**config.mk**
```make
export PLATFORM = sky130hd
export DESIGN_NAME = tcp_msg_req_poll_sched
export DESIGN_NICKNAME = d
export VERILOG_FILES = /design/src/rtl/tcp_msg_sched_pkg.sv /design/src/rtl/tcp_msg_active_bitvec.sv /design/src/rtl/tcp_msg_req_poll_sched.sv
export SDC_FILE = /design/constraint.sdc
export NUM_CORES = 1
export LEC_CHECK = 0
export ABC_AREA = 1
export CORE_ASPECT_RATIO = 1.25
export CORE_MARGIN = 5
export CORE_UTILIZATION = 53
export DETAILED_ROUTE_END_ITERATION = 12
export PLACE_DENSITY = 0.78
export SLEW_MARGIN = 25
export SYNTH_ARGS = -nofsm -noshare
export SYNTH_HDL_FRONTEND = slang
export SYNTH_SLANG_ARGS = --single-unit
```
**constraint.sdc**
```tcl
create_clock -name clk -period 14.3 [get_ports clk]
set_clock_uncertainty 0.15 [all_clocks]
set_input_delay 4.29 -clock clk [delete_from_list [all_inputs] [get_ports clk]]
set_output_delay 4.29 -clock clk [all_outputs]
set_load 0.01 [all_outputs]
```
**src/rtl/tcp_msg_sched_pkg.sv**
```systemverilog
`default_nettype none
// ============================================================================
//  Module      : tcp_msg_sched_pkg
//  Description : Shared types for the TCP message-request poll scheduler.
//                Holds the scheduler FSM state encoding.
//  Revision    : 1.0 - initial release
// ============================================================================
package tcp_msg_sched_pkg;

    localparam int SCHED_STATE_W = 3;

    typedef enum logic [SCHED_STATE_W-1:0] {
        ST_IDLE   = 3'd0,
        ST_CHK    = 3'd1,
        ST_WR_MEM = 3'd2,
        ST_ENQ    = 3'd3,
        ST_RESP   = 3'd4
    } sched_state_e;

endpackage : tcp_msg_sched_pkg
`default_nettype wire

```
**src/rtl/tcp_msg_active_bitvec.sv**
```systemverilog
`default_nettype none
// ============================================================================
//  Module      : tcp_msg_active_bitvec
//  Description : One poll-active bit per flow plus a population count.
//                The lookup sees the bitvector after any same-cycle clear, so
//                a flow cleared by the poller in the lookup cycle reads as
//                inactive. When set and clear hit in the same cycle the clear
//                applies first and the set wins.
//  Ports       : clk, rst            clock / async active-high reset
//                set_val_i/flowid_i  set the active bit of a flow
//                clr_val_i/flowid_i  clear the active bit of a flow
//                lookup_flowid_i     flow to examine
//                lookup_hit_o        active bit of lookup flow (clear bypassed)
//                active_cnt_o        number of set bits
//  Revision    : 1.0 - initial release
// ============================================================================
module tcp_msg_active_bitvec #(
    parameter int FLOWID_W = 8
) (
    input  logic                clk,
    input  logic                rst,
    input  logic                set_val_i,
    input  logic [FLOWID_W-1:0] set_flowid_i,
    input  logic                clr_val_i,
    input  logic [FLOWID_W-1:0] clr_flowid_i,
    input  logic [FLOWID_W-1:0] lookup_flowid_i,
    output logic                lookup_hit_o,
    output logic [FLOWID_W:0]   active_cnt_o
);

    localparam int              NUM_FLOWS = 1 << FLOWID_W;
    localparam logic [FLOWID_W:0] CNT_ONE = 1;

    logic [NUM_FLOWS-1:0] bits_q, bits_d;
    logic [FLOWID_W:0]    cnt_q,  cnt_d;
    logic                 eff_clr;

    // A clear only counts when it actually turns a 1 into a 0.
    assign eff_clr      = clr_val_i & bits_q[clr_flowid_i];
    assign lookup_hit_o = bits_q[lookup_flowid_i] &
                          ~(clr_val_i && (clr_flowid_i == lookup_flowid_i));
    assign active_cnt_o = cnt_q;

    always_comb begin
        bits_d = bits_q;
        if (clr_val_i) bits_d[clr_flowid_i] = 1'b0;
        if (set_val_i) bits_d[set_flowid_i] = 1'b1;

        // Set is only issued for a bit that reads 0 after bypass, so a
        // simultaneous effective clear always nets to zero.
        cnt_d = cnt_q;
        case ({set_val_i, eff_clr})
            2'b10:   cnt_d = cnt_q + CNT_ONE;
            2'b01:   cnt_d = cnt_q - CNT_ONE;
            default: cnt_d = cnt_q;
        endcase
    end

    always_ff @(posedge clk or posedge rst) begin
        if (rst) begin
            bits_q <= '0;
            cnt_q  <= '0;
        end else begin
            bits_q <= bits_d;
            cnt_q  <= cnt_d;
        end
    end

endmodule : tcp_msg_active_bitvec
`default_nettype wire

```
**src/rtl/tcp_msg_req_poll_sched.sv**
```systemverilog
`default_nettype none
// ============================================================================
//  Module      : tcp_msg_req_poll_sched
//  Description : Front end of the TCP message-request poller. Accepts an app
//                request, rejects it if the flow is already poll-active,
//                otherwise writes it to msg-req mem, then enqueues the flowid.
//                Sole writer of the msg-req queue; poller requeues have
//                fixed priority over our own enqueue.
//  Ports       : app_sched_req_* / sched_app_req_rdy   request in
//                sched_app_resp_* / app_sched_resp_rdy response out
//                sched_msg_req_mem_wr_* / ..._wr_rdy    mem write
//                sched_msg_req_q_wr_* / ..._wr_rdy      queue write
//                poll_sched_requeue_* / sched_poll_requeue_rdy
//                poll_active_bitvec_clear_req_*        active bit clear
//                sched_active_cnt                      active flow count
//  Revision    : 1.0 - initial release
// ============================================================================
module tcp_msg_req_poll_sched
    import tcp_msg_sched_pkg::*;
#(
    parameter int FLOWID_W   = 8,
    parameter int REQ_DATA_W = 64
) (
    input  logic                  clk,
    input  logic                  rst,
    input  logic                  app_sched_req_val,
    input  logic [FLOWID_W-1:0]   app_sched_req_flowid,
    input  logic [REQ_DATA_W-1:0] app_sched_req_data,
    output logic                  sched_app_req_rdy,
    output logic                  sched_app_resp_val,
    output logic                  sched_app_resp_accepted,
    input  logic                  app_sched_resp_rdy,
    output logic                  sched_msg_req_mem_wr_val,
    output logic [FLOWID_W-1:0]   sched_msg_req_mem_wr_addr,
    output logic [REQ_DATA_W-1:0] sched_msg_req_mem_wr_data,
    input  logic                  msg_req_mem_sched_wr_rdy,
    output logic                  sched_msg_req_q_wr_val,
    output logic [FLOWID_W-1:0]   sched_msg_req_q_wr_data,
    input  logic                  msg_req_q_sched_wr_rdy,
    input  logic                  poll_sched_requeue_val,
    input  logic [FLOWID_W-1:0]   poll_sched_requeue_flowid,
    output logic                  sched_poll_requeue_rdy,
    input  logic                  poll_active_bitvec_clear_req_val,
    input  logic [FLOWID_W-1:0]   poll_active_bitvec_clear_req_flowid,
    output logic [FLOWID_W:0]     sched_active_cnt
);

    sched_state_e          state_q, state_d;
    logic [FLOWID_W-1:0]   flowid_q;
    logic [REQ_DATA_W-1:0] data_q;
    logic                  accepted_q;
    logic                  chk_hit;
    logic                  chk_set;

    assign chk_set = (state_q == ST_CHK) & ~chk_hit;

    tcp_msg_active_bitvec #(
        .FLOWID_W (FLOWID_W)
    ) u_active_bitvec (
        .clk             (clk),
        .rst             (rst),
        .set_val_i       (chk_set),
        .set_flowid_i    (flowid_q),
        .clr_val_i       (poll_active_bitvec_clear_req_val),
        .clr_flowid_i    (poll_active_bitvec_clear_req_flowid),
        .lookup_flowid_i (flowid_q),
        .lookup_hit_o    (chk_hit),
        .active_cnt_o    (sched_active_cnt)
    );

    // State register and request latches.
    always_ff @(posedge clk or posedge rst) begin
        if (rst) begin
            state_q    <= ST_IDLE;
            flowid_q   <= '0;
            data_q     <= '0;
            accepted_q <= 1'b0;
        end else begin
            state_q <= state_d;
            if ((state_q == ST_IDLE) && app_sched_req_val) begin
                flowid_q <= app_sched_req_flowid;
                data_q   <= app_sched_req_data;
            end
            if (state_q == ST_CHK) begin
                accepted_q <= ~chk_hit;
            end
        end
    end

    // Next-state logic.
    always_comb begin
        state_d = state_q;
        case (state_q)
            ST_IDLE:   if (app_sched_req_val)        state_d = ST_CHK;
            ST_CHK:    state_d = chk_hit ? ST_RESP : ST_WR_MEM;
            ST_WR_MEM: if (msg_req_mem_sched_wr_rdy) state_d = ST_ENQ;
            // Requeue owns the queue port whenever it is valid.
            ST_ENQ:    if (!poll_sched_requeue_val && msg_req_q_sched_wr_rdy)
                           state_d = ST_RESP;
            ST_RESP:   if (app_sched_resp_rdy)       state_d = ST_IDLE;
            default:   state_d = sched_state_e'(3'bxxx);
        endcase
    end

    // Outputs. Request ready is masked by reset so nothing is offered
    // while the block is held in reset.
    always_comb begin
        sched_app_req_rdy         = (state_q == ST_IDLE) & ~rst;
        sched_app_resp_val        = (state_q == ST_RESP);
        sched_app_resp_accepted   = accepted_q;
        sched_msg_req_mem_wr_val  = (state_q == ST_WR_MEM);
        sched_msg_req_mem_wr_addr = flowid_q;
        sched_msg_req_mem_wr_data = data_q;
        if (poll_sched_requeue_val) begin
            sched_msg_req_q_wr_val  = 1'b1;
            sched_msg_req_q_wr_data = poll_sched_requeue_flowid;
            sched_poll_requeue_rdy  = msg_req_q_sched_wr_rdy;
        end else begin
            sched_msg_req_q_wr_val  = (state_q == ST_ENQ);
            sched_msg_req_q_wr_data = flowid_q;
            sched_poll_requeue_rdy  = 1'b0;
        end
    end

endmodule : tcp_msg_req_poll_sched
`default_nettype wire

```
## Word-level counts from Yosys, hierarchy flattened

Cells that the tools add are included.

| cells by class | value |
|---|---|
| add/sub/neg operators | 2 |
| multipliers | 0 |
| div/mod/pow operators | 0 |
| magnitude comparators | 4 |
| equal/unequal tests | 11 |
| shift operators | 0 |
| mux-type cells | 20 |
| bitwise gates (word level) | 10 |
| reductions and logical operators | 9 |

Operators by type and width:

| operator | count |
|---|---|
| 256-bit two-way mux | 2 |
| 256-bit AND | 1 |
| 256-bit inverter | 1 |
| 256-bit bitwise OR | 1 |
| 8-bit by 9-bit less-than comparator with 1-bit output, second input constant | 2 |
| 9-bit one-hot mux with 2 select lines | 1 |
| 1-bit binary-select mux with 8-bit select | 2 |
| 1-bit demux with 8-bit select | 2 |
| 8-bit by 1-bit >= comparator with 1-bit output, second input constant | 2 |
| 3-bit two-way mux | 5 |
| 3-bit one-hot mux with 5 select lines | 1 |
| 9-bit by 1-bit adder with 9-bit output, second input constant | 1 |
| 9-bit by 1-bit subtractor with 9-bit output, second input constant | 1 |
| 8-bit == test | 1 |
| 8-bit two-way mux | 1 |
| 3-bit by 2-bit == test with 1-bit output, second input constant | 2 |
| 1-bit two-way mux | 6 |
| 1-bit logical AND | 5 |
| 1-bit AND | 4 |
| 2-bit by 1-bit != test with 1-bit output, second input constant | 2 |
| 2-bit != test, second input constant | 2 |
| 4-bit AND reduction | 1 |
| 3-bit by 1-bit == test with 1-bit output, second input constant | 1 |
| 3-bit == test, second input constant | 1 |
| 6 further kinds | 8 |

| word-level totals | value |
|---|---|
| flip-flop bits (word level) | 341 |
| latch bits | 0 |
| bits in writable memories | 0 |
| bits in read-only memories | 0 |
| bits of input ports | 96 |
| output and inout port bits | 95 |
| memories | 0 |

## Logic depth before layout (Yosys ltp)

Gate-level depths: netlist of the first run.

| depth | value |
|---|---|
| depth in word-level cells | 9 |
| mapped depth | 36 |

## Hierarchy

Synthesis of the first run repeated with hierarchy kept, for this count alone.

| unflattened totals | value |
|---|---|
| cells, all modules | 2,602 |
| area total of the unflattened synthesis | 18,602.8 um2 |

Modules (own cells, without submodules):

| module | times used | cells each | area each (um2) |
|---|---|---|---|
| tcp_msg_active_bitvec | 1 | 2,230 | 15,396.0 |
| tcp_msg_req_poll_sched | 1 | 372 | 3,206.8 |

## Worst setup path before layout of the first run

Ideal clock, no wire load.

| timing | value |
|---|---|
| path type | in2out |
| start | input port poll_sched_requeue_val |
| end | output port sched_msg_req_q_wr_data[6] |
| data arrival time | 4,967 ps |
| setup slack | 4,893 ps |
| stages on the path | 4 |
| cells stage by stage | clkbuf_1 > clkbuf_1 > nand2_1 > o21ai_0 |

| on the way | value |
|---|---|
| cells in the longest elaborated chain, start to end | 1 |

Ends and longest elaborated chain:

| what | RTL line | text |
|---|---|---|
| from (decl) | tcp_msg_req_poll_sched.sv:40 | `input logic poll_sched_requeue_val,` |
| 8-bit two-way mux | tcp_msg_req_poll_sched.sv:114 | `if (poll_sched_requeue_val) begin` |
| to (decl) | tcp_msg_req_poll_sched.sv:38 | `output logic [FLOWID_W-1:0] sched_msg_req_q_wr_data,` |

No other way between the ends.

## Worst setup path after layout of the first run

| timing | value |
|---|---|
| start | input port poll_sched_requeue_val |
| end | output port sched_msg_req_q_wr_data[0] |

Same word-level chain as after synthesis.

==> summary.md, run 1 <==
| Metric | Value |
|---|---|
| Crit end category | output port |
| I/O pins | between 150 and 200 |
| Drt total wl | about 78000 um |
| RSZ-0062 raised after global routing | no |
| Antenna violations before repair | 4 |
| Die height | between 200 and 250 um |
| Tcrit/Tclk final | 72.41% |
| Synth Flop Type | dfrtp_1 |
| Syn-to-layout area delta | 16.65% |
| Critical path type | input port to output port |
| Clock transition at path regs | about 0.060 ns |
| Layout cells sized above 1 | 11.24% |
| Setup ws final | slightly below 4 ns |
| Vias per inst | 6.522 |
| Total track usage | between 30% and 40% |
| Number of fill cells in the layout | between 3000 and 4000 |
| Required time of the worst setup path | 9.86 ns |
| # hold bufs at CTS | 0 |
| Synth Cell Area | between 15000 and 20000 um2 |
| Starting DRC count in detailed routing | 3691 |
| Startpoint types | input port |
| Hold Slack | 0.3519 ns |
| DRC | 0 |
| Leak | a little under 10 nW |
| CORE AREA | between 30000 and 40000 um2 |
| Gate Count Post-Synth | approximately 2500 |
| Seq/Total Area, Yosys | 43.79% |
| Post-synth top area share | a little over two fifths |
| Slew @ Worst Pin | 1.189 ns |
| Tmin final | about 10 ns |
| Class of the worst hold path | register to register |
| TritonCTS clock tree | done |
| Slew Limit Fails | 0 |
| Buffers on Ports | 190 |
| Total die area | between 40000 and 50000 um2 |
| CTS H-tree lvls | 2 |
| Core Util, Final | about 63% |
| Status | finished, final reports clean |
| Peak VDD IR | ~190 uV |
| Total design power | between 4 and 5 mW |
| Clock Tree Root | clkbuf_16 |
| Post-synth EDFFs | 0 |
| Nets@finish | ~2700 |
| Cell area after layout | roughly 23000 um2 |
| Finished Layout Cells | approximately 3100 |
| Syn Area/Cell | around 7.6 um2 |
| Vias in the first global route | roughly 20000 |
| Netlist cell types | 36 |
| Post-Place Worst Slack | about 4.0 ns |
| Post CTS Setup Buffer Count | 0 |
| CP Max Fanout | 18 |
| Storage cell area | 8538 um2 |
| Clock buffer depth | 3 |
| Top post-synthesis cells by count | nand2_1, dfrtp_1, o21ai_0 |
| Die width | approximately 180 um |
| Syn_nets | approximately 2700 |
| Count leader, synth | nand2_1 |
| Gr ovfl total | 0 |
| DRT antenna net count | 0 |
| Global-route wire length before repair | about 120000 um |
| Antenna cells | 0 |
| Peak Freq | a little under 100 MHz |
| Hold Vio Cnt, Final | 0 |
| Max-cap violations | 0 |
| Initial cell density of the core | between 50% and 60% |
| Area of the multi-input gates | about 9900 um2 |
| Ranking of synthesized cells by area | dfrtp_1, nand2_1, o21ai_0, a22oi_1, o21ai_2 |
| Critical Path AT | around 6 ns |
| Wirelength per Cell | between 20 and 25 um |
| Slew margin rel. | 20.53% |
| FFs w/ async S/R, synth | 100.0% |
| Cell taking the most area after synthesis | dfrtp_1 |
| Pwr dens | ~190 nW/um2 |
| Final Setup Violations | 0 |
| Via Count | approximately 20000 |
| CTS resizes | 0 |
| Pin count of the biggest net entering global routing | ~140 |
| Dpl cell area | between 20000 and 25000 um2 |
| Setup TNS Final | 0 ns |
| Router iterations before antenna repair | 7 |
| DP HPWL | 46260 um |
| Routability Congestion | just over 1 |
| Site row count | slightly below 80 |
| Yosys reg bits | ~340 |
| Synth Warn # | 0 |
| Placed cells | approximately 3100 |
| Clock tree sinks | 341 |
| Total CTS buffers | 37 |
| Clock insertion delay at the later pin of the skew report | around 0.55 ns |
## worst max-delay path: stages
cell,delay (ns)
clkdlybuf4s50_1,0.78
nand2_1,0.12
o21ai_0,0.10
clkdlybuf4s50_1,0.62
## logic make-up after synthesis
group           after synthesis  share of synthesized area [%]
simple gates               1130                          22.92
fa+ha+maj                     9                         0.6164
mux                          64                          3.698
buf+inv                     249                          5.945
flops                       341                          43.79
xor+xnor                      3                         0.1349
compound gates              752                          22.90
## path summary, 6_finish.rpt
kind	startpoint	to	slack (ns)	cells past startpoint
worst max register to register	sched_msg_req_mem_wr_addr[0]	u_active_bitvec.active_cnt_o[7]	6.83	27
worst max-delay path	poll_sched_requeue_val	sched_msg_req_q_wr_data[0]	3.95	4
worst min-delay path	u_active_bitvec.active_cnt_o[8]	u_active_bitvec.active_cnt_o[8]	0.35	1
worst min register to register	u_active_bitvec.active_cnt_o[8]	u_active_bitvec.active_cnt_o[8]	0.35	1
min in group asynchronous	rst	sched_msg_req_mem_wr_data[33]	4.19	2
max in group asynchronous	rst	u_active_bitvec.bits_q[156]	8.42	3
## placed cells by master (no fill, tap or decap), types with 64 or more instances in the layout
cell type	instances
nand2_1	860
dfrtp_1	339
o21ai_0	311
clkdlybuf4s50_1	190
a22oi_1	128
o21ai_1	125
nor2_1	109
nand3_1	84
o21ai_2	84
a21oi_1	78
mux2_2	64
## where the power goes
part / switching, mW / internal [mW]
Clock: 0.413 / 0.563
Combinational: 1.27 / 0.630
Sequential: 0.275 / 1.26
## area by class of cell
type / count / share of cell area [%]
multi-input combinational: 1958 / 43.66
clock inverter: 9 / 0.3743
tap: 480 / 2.642
sequential: 341 / 37.56
timing repair buffer: 230 / 9.704
clock buffer: 59 / 4.976
inverter: 62 / 1.084
## state kept, by name, indices dropped and copies added, names as in the netlist
name	cells
u_active_bitvec.bits_q	256
sched_msg_req_mem_wr_addr	8
sched_app_resp_accepted	1
sched_msg_req_mem_wr_data	64
u_active_bitvec.active_cnt_o	9
state_q	3
## per-layer routing
| layer | vias up | wire length, um | part of all wire, % | GRT usage, % |
|---|---|---|---|---|
| li1 | 8776 | - | - | - |
| met1 | 9523 | 26470 | 34 | 45.43 |
| met2 | 1733 | 33300 | 43 | 54.79 |
| met3 | 439 | 12100 | 16 | 13.28 |
| met4 | 0 | 5859 | 7.5 | 24.51 |
| met5 | - | 0 | 0 | 0 |
(Power assumes the default switching activity.)
==> run 2, diff against run 1 <==
--- a/config.mk
+++ b/config.mk
@@ -8,9 +8,9 @@
 export ABC_AREA = 1
 export CORE_ASPECT_RATIO = 1.25
 export CORE_MARGIN = 5
-export CORE_UTILIZATION = 53
+export CORE_UTILIZATION = 58
 export DETAILED_ROUTE_END_ITERATION = 12
-export PLACE_DENSITY = 0.78
+export PLACE_DENSITY = 0.81
 export SLEW_MARGIN = 25
 export SYNTH_ARGS = -nofsm -noshare
 export SYNTH_HDL_FRONTEND = slang
==> constraint.sdc (replaced) <==
create_clock -name clk -period 10.8 [get_ports clk]
set_clock_uncertainty 0.15 [all_clocks]
set_input_delay 3.24 -clock clk [delete_from_list [all_inputs] [get_ports clk]]
set_output_delay 3.24 -clock clk [all_outputs]
set_load 0.01 [all_outputs]
==> run 2 against run 1 <==
  * Core utilization is 5.1 points higher
  * Sequential power is 31% higher
  * Register-to-register slack worse by 2.5 ns
  * Clock power is 29% higher
  * Wire length is 4.6% lower
  * Die area is 8.2% lower
==> summary.md, run 2 (synthesized netlist as in run 1, its figures left out) <==
| Metric | Value |
|---|---|
| Status | finished, final reports clean |
| Pwr dens | 254.5 nW/um2 (+31%) |
| Routability Congestion | 0.9708 (-5.4%) |
| Setup TNS Final | 0 ns (unchanged) |
| Tmin final | between 8 and 9 ns |
| CTS resizes | 0 (unchanged) |
| GR peak layer | met2 |
| Vias per inst | 6.610 (+1.4%) |
| Total CTS buffers | 36 (-2.7%) |
| Clock insertion delay at the later pin of the skew report | 0.55 ns (about the same) |
| Commonest non-fill, non-tap cells in the layout | nand2_1, dfrtp_1, o21ai_0 |
| CP max stage delay | 0.77 ns (about the same) |
| Crit-path leading delay family | buffers and inverters |
| DRT antenna net count | 0 (unchanged) |
| Internal power | 3.234 mW (+32%) |
| Sw Ratio | 43.84% (-0.50 points) |
| Leading cell type in the layout, fill and taps excluded | nand2_1 |
| Syn-to-layout area delta | 16.11% |
| Total die area | 37390 um2 (-8.2%) |
| Critical Path AT | 8.94 ns (+3.03 ns) |
| Clock tree sinks | 341 (unchanged) |
| CORE AREA | 33410 um2 (-8.0%) |
| Critical path type | input port to register |
| Post CTS Setup Buffer Count | 0 (unchanged) |
| Class of the worst hold path | register to register |
| Antenna violations before repair | 0 (-4) |
| Drt total wl | 74170 um (-4.6%) |
| GR Util met3 | 14.43% (+1.1 points) |
| Wirelength per Cell | 24.10 um (-2.7%) |
| Router iterations before antenna repair | 8 (+1) |
| Buffers on Ports | 190 (unchanged) |
| Starting DRC count in detailed routing | 3191 (-14%) |
| Max-cap violations | 0 (unchanged) |
| TritonCTS clock tree | done |
| Via Count | 20339 (-0.64%) |
| Hold Vio Cnt, Final | 0 (unchanged) |
| CP Max Fanout | 53 (+35) |
| Number of fill cells in the layout | 2732 (-14%) |
| Crit end category | register |
| Slew Limit Fails | 0 (unchanged) |
| Nets@finish | 2735 (unchanged) |
| Tcrit/Tclk final | between 70% and 80% |
| Total track usage | 38.47% (+1.5 points) |
| Max FFs per register | 256 (unchanged) |
| Slew margin rel. | 17.95% (-2.6 points) |
| CTS H-tree lvls | 2 (unchanged) |
| DP HPWL | 45600 um (-1.4%) |
| Layout cells sized above 1 | 11.19% (-0.054 points) |
| Met1 usage in global routing | 46.41% (+0.97 points) |
| # hold bufs at CTS | 0 (unchanged) |
| Combinational Power Share | 43.3% (+0.3 points) |
| Die width | 174.0 um (-4.2%) |
| Sequential share of power | 34.8% (about the same) |
| Clock transition at path regs | 0.07 ns (about the same) |
| Required time of the worst setup path | 11.13 ns (+1.27 ns) |
| CP max-delay cell | clkinv_2 |
| Vias in the first global route | 19988 (-0.94%) |
| RSZ-0062 raised after global routing | no |
| Slew @ Worst Pin | 1.226 ns (+0.03740 ns) |
| Clock Tree Root | clkbuf_16 |
| Global-route wire length before repair | 113600 um (-3.3%) |
| Clock buffer depth | 3 (unchanged) |
| P_sw | 2.525 mW (+29%) |
| Pin count of the biggest net entering global routing | 145 (+0.69%) |
| Final Setup Violations | 0 (unchanged) |
| Initial cell density of the core | 58.33% (+4.7 points) |
| Setup ws final | 2.182 ns (-1.763 ns) |
| Site row count | 75 (-3.8%) |
| Antenna cells | 0 (unchanged) |
| Clock Power Share | 21.9% (-0.2 points) |
| Startpoint types | input port |
| Die height | 214.9 um (-4.2%) |
| Leak | 9.669 nW (about the same) |
| Peak Freq | about 120 MHz |
| Critical path buffers and inverters | 4 (+2) |
| GR Util met2 | 57.41% (+2.6 points) |
| Gr ovfl total | 0 (unchanged) |
| Top reg by flops | u_active_bitvec.bits_q |
| Peak VDD IR | 269.2 uV (+43%) |
| DRC | 0 (unchanged) |
| Post-Place Worst Slack | 2.228 ns (-1.738 ns) |
| Crit path top cell by count | nor2_1 |
| I/O pins | 191 (unchanged) |
-- run 2: cell types whose count changed in the layout (fill, tap and decap cells not counted), sizes merged --
cell | before | now
clkbuf | 59 | 48
clkinv | 8 | 11
clkinvlp | 3 | 5
buf | 40 | 41
bufinv | 1 | 2
inv | 59 | 58
-- run 2: cell type report --
type | instances | area [um2] | share of cell area, %
inverters | 62 | 239.0 | 1.056
multi-input cells | 1958 | 9907 | 43.78
repair buffers | 231 | 2235 | 9.876
flip-flops and latches | 341 | 8538 | 37.74
well taps | 423 | 529.3 | 2.339
clock inverters | 14 | 141.4 | 0.6249
clock buffers | 48 | 1037 | 4.584
-- run 2: routing by layer --
| layer | wire length [um] | up-vias |
|---|---|---|
| met5 | 0 | - |
| met2 | 31410 | 1745 |
| li1 | - | 8767 |
| met1 | 24960 | 9341 |
| met4 | 6408 | 0 |
| met3 | 11390 | 486 |
-- run 2: path summary, 6_finish.rpt --
kind	from	to	slack [ns]	cells after the start
hold / removal	sched_msg_req_mem_wr_data[45]	sched_msg_req_mem_wr_data[45]	0.35	1
max in group asynchronous	rst	u_active_bitvec.bits_q[149]	5.52	4
hold reg to reg	sched_msg_req_mem_wr_data[45]	sched_msg_req_mem_wr_data[45]	0.35	1
min in group asynchronous	rst	sched_msg_req_mem_wr_data[40]	3.15	2
setup / recovery	poll_active_bitvec_clear_req_flowid[0]	u_active_bitvec.active_cnt_o[8]	2.18	30
setup reg to reg	sched_msg_req_mem_wr_addr[1]	u_active_bitvec.active_cnt_o[8]	4.33	30
-- run 2: power by group through the flow --
stage | registers [mW] | logic, mW | clock network (mW)
2_1_floorplan | 1.97 | 1.54 | 0
3_3_place_gp | 1.99 | 2.33 | 0
3_5_place_dp | 2.00 | 2.39 | 0
4_1_cts | 1.98 | 2.40 | 1.26
5_1_grt | 2.04 | 2.64 | 1.32
6_report | 2.00 | 2.49 | 1.26
-- run 2: stage by stage --
stage                     power, mW  cells  hold slack, ns  util, %  area [um2]
after CTS                     5.646   3076          0.3548    67.53       22560
after detailed placement      4.387   3014          0.3358    64.00       21380
after global routing          6.007   3077          0.3633    67.73       22630
after floorplan               3.506   2548          0.3466        -       19490
after global placement        4.313   3014          0.3313    63.95       21360
final                         5.759   3077          0.3521    67.73       22630
-- run 2: worst register-to-register path, delay by kind of cell (launching register included) --
family / cells / cell delay [ns]
simple gates: 20 / 3.22
fa+ha+maj: 2 / 0.91
flops: 1 / 0.80
buf+inv: 3 / 0.75
compound gates: 4 / 0.41
xor+xnor: 1 / 0.14
